File: config.mk
export PLATFORM = sky130hd
export DESIGN_NAME = shift_rx
export DESIGN_NICKNAME = d
export VERILOG_FILES = /design/src/rtl/shift_pkg.sv /design/src/rtl/rx_shreg.sv /design/src/rtl/shift_rx.sv
export SDC_FILE = /design/constraint.sdc
export NUM_CORES = 1
export LEC_CHECK = 0
export ABC_CLOCK_PERIOD_IN_PS = 3200
export CAP_MARGIN = 30
export CORE_UTILIZATION = 53
export CTS_CLUSTER_DIAMETER = 50
export DETAILED_ROUTE_END_ITERATION = 8
export PLACE_DENSITY = 0.9
export SLEW_MARGIN = 20
export SYNTH_ARGS = -nofsm -noshare
export SYNTH_HDL_FRONTEND = slang
export SYNTH_SLANG_ARGS = --single-unit
File: constraint.sdc
create_clock -name clk -period 3.2 [get_ports clk]
set_clock_uncertainty 0.2 [all_clocks]
set_input_delay 0.32 -clock clk [delete_from_list [all_inputs] [get_ports clk]]
set_output_delay 0.32 -clock clk [all_outputs]
set_load 0.005 [all_outputs]
File: src/rtl/shift_pkg.sv
`default_nettype none
// ============================================================================
// Module      : shift_pkg
// Description : Shared frame definitions for the serial shift link
//               (receiver FSM states and start/stop bit levels).
// Revision    : 1.0 - initial release
// ============================================================================
package shift_pkg;

    typedef enum logic [1:0] {
        IDLE   = 2'd0,
        DATA   = 2'd1,
        STOP   = 2'd2,
        RESYNC = 2'd3
    } state_e;

    localparam logic START_BIT = 1'b0;
    localparam logic STOP_BIT  = 1'b1;

endpackage : shift_pkg
`default_nettype wire

File: src/rtl/rx_shreg.sv
`default_nettype none
// ============================================================================
// Module      : rx_shreg
// Description : WIDTH-bit receive shift register with enable and selectable
//               bit order (first bit ends in the MSB or in the LSB).
// Revision    : 1.0 - initial release
// ============================================================================
module rx_shreg #(
    parameter int WIDTH     = 4,
    parameter bit MSB_FIRST = 1'b1
) (
    input  logic             clk,
    input  logic             rst_n,
    input  logic             en_i,
    input  logic             din_i,
    output logic [WIDTH-1:0] q_o
);

    logic [WIDTH-1:0] sh_q;
    logic [WIDTH-1:0] sh_d;

    generate
        if (MSB_FIRST) begin : g_msb_first
            assign sh_d = {sh_q[WIDTH-2:0], din_i};
        end else begin : g_lsb_first
            assign sh_d = {din_i, sh_q[WIDTH-1:1]};
        end
    endgenerate

    // Shift one bit in on each enabled cycle, otherwise hold.
    always_ff @(posedge clk) begin
        if (!rst_n) begin
            sh_q <= '0;
        end else if (en_i) begin
            sh_q <= sh_d;
        end
    end

    assign q_o = sh_q;

endmodule : rx_shreg
`default_nettype wire

File: src/rtl/shift_rx.sv
`default_nettype none
// ============================================================================
// Module      : shift_rx
// Description : Serial-to-parallel frame receiver. Detects a start bit,
//               shifts in WIDTH data bits, checks the stop bit and holds
//               each good word in a one-entry valid/ready buffer, with
//               framing-error and overrun pulses.
// Revision    : 1.0 - initial release
// ============================================================================
module shift_rx
    import shift_pkg::*;
#(
    parameter int WIDTH     = 4,
    parameter bit MSB_FIRST = 1'b1
) (
    input  logic             clk,
    input  logic             rst_n,
    input  logic             sin,
    input  logic             sin_en,
    output logic [WIDTH-1:0] dout,
    output logic             dout_valid,
    input  logic             dout_ready,
    output logic             frame_err,
    output logic             overrun
);

    localparam int              CNT_W    = $clog2(WIDTH);
    localparam logic [CNT_W-1:0] CNT_LAST = CNT_W'(WIDTH - 1);

    state_e           state_q, state_d;
    logic [CNT_W-1:0] cnt_q, cnt_d;
    logic [WIDTH-1:0] dout_q, dout_d;
    logic             valid_q, valid_d;
    logic             ferr_q, ferr_d;
    logic             ovr_q, ovr_d;
    logic [WIDTH-1:0] sh;
    logic             shift_en;

    // The shift register only moves while data bits are being sampled, so
    // it still holds the complete word when the stop bit arrives.
    assign shift_en = sin_en && (state_q == DATA);

    rx_shreg #(
        .WIDTH     (WIDTH),
        .MSB_FIRST (MSB_FIRST)
    ) u_shreg (
        .clk   (clk),
        .rst_n (rst_n),
        .en_i  (shift_en),
        .din_i (sin),
        .q_o   (sh)
    );

    // Next-state, counter, output buffer and flag logic.
    always_comb begin
        state_d = state_q;
        cnt_d   = cnt_q;
        dout_d  = dout_q;
        valid_d = valid_q && !dout_ready;
        ferr_d  = 1'b0;
        ovr_d   = 1'b0;

        case (state_q)
            IDLE: begin
                if (sin_en && (sin == START_BIT)) begin
                    state_d = DATA;
                    cnt_d   = '0;
                end
            end
            DATA: begin
                if (sin_en) begin
                    cnt_d = cnt_q + CNT_W'(1);
                    if (cnt_q == CNT_LAST) begin
                        state_d = STOP;
                    end
                end
            end
            STOP: begin
                if (sin_en) begin
                    if (sin == STOP_BIT) begin
                        state_d = IDLE;
                        // A word accepted on this same edge frees the buffer.
                        if (!valid_q || dout_ready) begin
                            dout_d  = sh;
                            valid_d = 1'b1;
                        end else begin
                            ovr_d = 1'b1;
                        end
                    end else begin
                        state_d = RESYNC;
                        ferr_d  = 1'b1;
                    end
                end
            end
            RESYNC: begin
                // Wait for the line to return high so a stuck-low line
                // cannot be mistaken for a start bit.
                if (sin_en && (sin == STOP_BIT)) begin
                    state_d = IDLE;
                end
            end
            default: begin
                state_d = IDLE;
            end
        endcase
    end

    // State and registered outputs.
    always_ff @(posedge clk) begin
        if (!rst_n) begin
            state_q <= IDLE;
            cnt_q   <= '0;
            dout_q  <= '0;
            valid_q <= 1'b0;
            ferr_q  <= 1'b0;
            ovr_q   <= 1'b0;
        end else begin
            state_q <= state_d;
            cnt_q   <= cnt_d;
            dout_q  <= dout_d;
            valid_q <= valid_d;
            ferr_q  <= ferr_d;
            ovr_q   <= ovr_d;
        end
    end

    assign dout       = dout_q;
    assign dout_valid = valid_q;
    assign frame_err  = ferr_q;
    assign overrun    = ovr_q;

endmodule : shift_rx
`default_nettype wire

; After elaboration in Yosys (flattened, before gate mapping)
; Cells that the tools add are included.
[op_classes]
bitwise_logic = 1
n_eq_ne = 9
add_sub_neg = 1
n_mux = 16
n_reduce_logical = 14
[op_table]
columns = cell, n
row1 = $mux 2, 8
row2 = $ne 2x2->1 const B, 4
row3 = $pmux 2 s4, 1
row4 = $reduce_and 4->1, 2
row5 = $eq 2x2->1 const B, 3
row6 = $mux 1, 6
row7 = $reduce_and 3->1, 2
row8 = $reduce_and 5->1, 1
row9 = $logic_and 1x1->1, 4
row10 = $pmux 2 s2, 1
row11 = $add 2x1->2 const B, 1
row12 = $eq 2x1->1 const B, 1
row13 = $logic_not 1->1, 2
row14 = $logic_not 2->1, 1
row15 = $ne 2x1->1 const B, 1
row16 = $reduce_bool 2->1, 1
row17 = $logic_or 1x1->1, 1
row18 = $not 1->1, 1
[totals]
elab_cells = 48
reg_bits = 15
out_inout_bits = 7
inputBits = 5

; Logic depth before layout (Yosys ltp)
[logic_depth]
depth_word = 6
depth_mapped = 4
ltp_nobuf = 4

; By module
; A second synthesis with hierarchy kept.
[hier_totals]
cells_unflattened = 66
area_unflattened_um2 = 661.9
[by_module_without_submodules]
columns = mod, area_per_inst_um2, cells_each, seq_area_each_um2, instances
row1 = shift_rx, 505.5, 53, 220.2, 1
row2 = rx_shreg, 156.4, 13, 80.1, 1

; Worst setup path after synthesis
; OpenSTA, ideal clock, no wires.
[synth_path]
path_type = input -> register
start = in sin_en
end = reg dout_q[0], in the netlist dout[0]
setup_time_ns = 0.072
required_ns = 2.928
slack_ns = 1.989
arrival_ns = 0.940
stages = 4
path_buffers = 1
path_cell_list = buf_4 nand4b_4 nor2_4 mux2i_1
[synth_via]
elab_chain_cells = 1
[synth_lines]
columns = element, line_no
row1 = from (decl), shift_rx.sv:19  ; input logic sin_en,
row2 = $reduce_and 4->1 (no source line), n/a
row3 = to (signal assigned), shift_rx.sv:120  ; dout_q <= dout_d;
row4 = to (decl), shift_rx.sv:32  ; logic [WIDTH-1:0] dout_q, dout_d;
; No other way between the ends.
; A chain may end at the register's enable or synchronous reset.

; Final worst setup path
[layout_path]
start = reg dout_q[1], in the netlist dout[1]
end = out dout[1]
[layout_lines]
columns = element, line_no
row1 = to (decl), shift_rx.sv:20  ; output logic [WIDTH-1:0] dout,
; No word-level cell between the ends.

==> flow_summary.ini <==
[run_status]
status = completed

[clock_tree]
h-tree-depth = 1
clk_pin_slew_ps = 80
ctsHoldBuffers = 0
root_buffer = clkbuf_4
cts_resized = 0
post_cts_buffers = 0
cts_made_buffers = 3
cts.sink_count = 15
clockBufferDepth = 2
clk_latency_ps = 280
cts_tree = yes

[pwr]
p_sw_share_pct = 21.84
p_leak_nw = 0.3227
comb_power_share_pct = 7.1
netSwitchingPower_uw = 69.48
ir_drop_mv = 0.2597
seq_power_share_pct = 60.3
power_density_mw_per_mm2 = 397.2
p_int_uw = 248.6
pwr-share-clk_pct = 32.6

[worst_setup_path]
crit_type = reg -> out
path_buf_inv = 1
cp.required_ps = 2680
slowest_delay_ps = 510
end_kind = output pin
cp_cell_sequence = clkdlybuf4s50_1
cp_top_family = buffers and inverters
start_kind = flip-flop
cp_slowest_cell = clkdlybuf4s50_1
crit_path_max_fanout = 2
cp.arrival_ps = 1140

[global_routing]
grt_busiest_layer = met2
grtUsageMet3_pct = 8.721
antenna_found_initial = 0
gr-usage-met2_pct = 31.90
met1_usage_pct = 22.18
grt_pass1_wl_um = 1828
track_usage_pct = 19.24
grt_pass1_vias = 421
overflow = 0
grt_max_degree = 20

[yosys]
synth_area_per_cell_um2 = 10.25
synth-seq-cells = 15
ys_types = 23
synth_area_um2 = 686.9
ys_warn_count = 0
syn_nets = 73
syn_inst = 67
ys_seq_area_share_pct = 43.72
async_flop_share_pct = 0
ys_dominant_reg_cell = dfxtp_1
synth.largest_area_cell = dfxtp_1
yosys-top-cells-area = dfxtp_1 44%, mux2i_1 13%, nor2b_1 6.4%, nand2_1 5.5%, nand4b_4 3.5%
synth_top_area_share_pct = 43.72
synth_edf_count = 0

[floorplan]
core_mm2 = 0.001156
die_width_um = 38
fp-row-count = 12
start_util_pct = 59.42
die_y_um = 38
io_pins = 12
dieArea_mm2 = 0.001444

[job]
drv_cap = 0

[sta]
fmax_mhz = 601.1
rsz0062_at_grt = false
whs_ps = 258.6
fin_tns_setup_ps = 0
setup_viol = 0
finalHoldViolations = 0
slew_headroom_pct = 62.24
period_share_pct = 51.99
tightest_slew_ps = 564.6
min_period_ps = 1664
slew_viol_final = 0

[place]
io_buffer_count = 11
dp_hpwl_um = 772.4
place_congestion = 0.6444
place_inst = 87

[final_layout]
drive_gt1_share_pct = 9.091
diodes = 0
syn_to_final_growth_pct = 16.58
final_common_cell = dfxtp_1
fillers = 95
finalNonFillerCells = 91
mostFrequentLayoutCells = 15 x dfxtp_1, 11 x clkdlybuf4s50_1, 10 x nand2_1, 9 x mux2i_1, 7 x nor2b_1
fin_nets = 84

[routing]
viasPerCell = 5.187
dr.pass1.iters = 4
first_iter_violations = 1
drt-total-wl_um = 1078
final_antenna_net_count = 0
vias = 472
routedWlPerCell_um = 11.85
drc = 0

[min_path]
hold_path_class = reg -> reg
-- worst paths after layout --
check	startpoint	endpoint	slack (ps)	cells after the start
worst min register to register	dout[2]$_SDFFE_PN0P_	dout[2]$_SDFFE_PN0P_	260	2
worst max register to register	state_q[1]$_SDFFE_PN0P_	u_shreg.q_o[1]$_SDFFE_PN0P_	1800	3
worst max-delay path	dout[1]$_SDFFE_PN0P_	dout[1]	1540	1
worst min-delay path	dout[2]$_SDFFE_PN0P_	dout[2]$_SDFFE_PN0P_	260	2
-- power by group through the flow --
stage | sequential [mW] | clock, mW | combinational [mW]
floorplan | 0.194 | 0 | 0.0198
global placement | 0.196 | 0 | 0.0221
detailed placement | 0.196 | 0 | 0.0228
CTS | 0.192 | 0.108 | 0.0229
global route | 0.192 | 0.121 | 0.0249
finish | 0.192 | 0.104 | 0.0227
-- logic make-up after synthesis --
group | Yosys count | synth area share [%]
and+or+nand+nor | 29 | 27.51
muxes | 9 | 13.12
DFF | 15 | 43.72
adders and majority gates | 1 | 1.821
AOI/OAI and AO/OA | 8 | 8.014
buffers and inverters | 5 | 5.829
-- sequential cells by signal (all words and copies together) (netlist names) --
signal and count:
frame_err 1, overrun 1, dout_valid 1, state_q 2, cnt_q 2, dout 4, u_shreg.q_o 4
-- metrics by stage --
stage / utilization (%) / instance area [um2] / setup slack [ps] / power, mW
after floorplan: - / 686.9 / 1989 / 0.2136
after global placement: 66.99 / 774.5 / 1332 / 0.2183
after detailed placement: 66.99 / 774.5 / 1278 / 0.2190
after CTS: 69.26 / 800.8 / 1517 / 0.3228
after global routing: 69.26 / 800.8 / 1473 / 0.3378
final: 69.26 / 800.8 / 1536 / 0.3181
-- Yosys cell counts, types with 2 or more instances --
master and count:
nor2b_1 7, nand4b_1 2, nor2_1 3, o21ai_1 2, buf_6 2, a31oi_1 2
buf_2 2, dfxtp_1 15, mux2i_1 9, nand2_1 10
-- metal layers --
metal  part of all wire, %  wire length (um)
met4                  0.74                 8
met5                     0                 0
met3                   4.5                48
met2                    48               521
met1                    46               500
-- final cells by class --
cell class	instances	area, um2	share of cell area [%]
well taps	14	17.52	2.188
flip-flops and latches	15	300.3	37.50
multi-input cells	47	346.6	43.28
repair buffers	11	110.1	13.75
clock buffers	4	26.28	3.281
-- worst register-to-register path: stages, from the launching register on --
cell and delay (ps):
dfxtp_1 540, nand3b_4 250, mux2i_1 220, nor2b_1 80
Power figures use the tool's default switching activity.
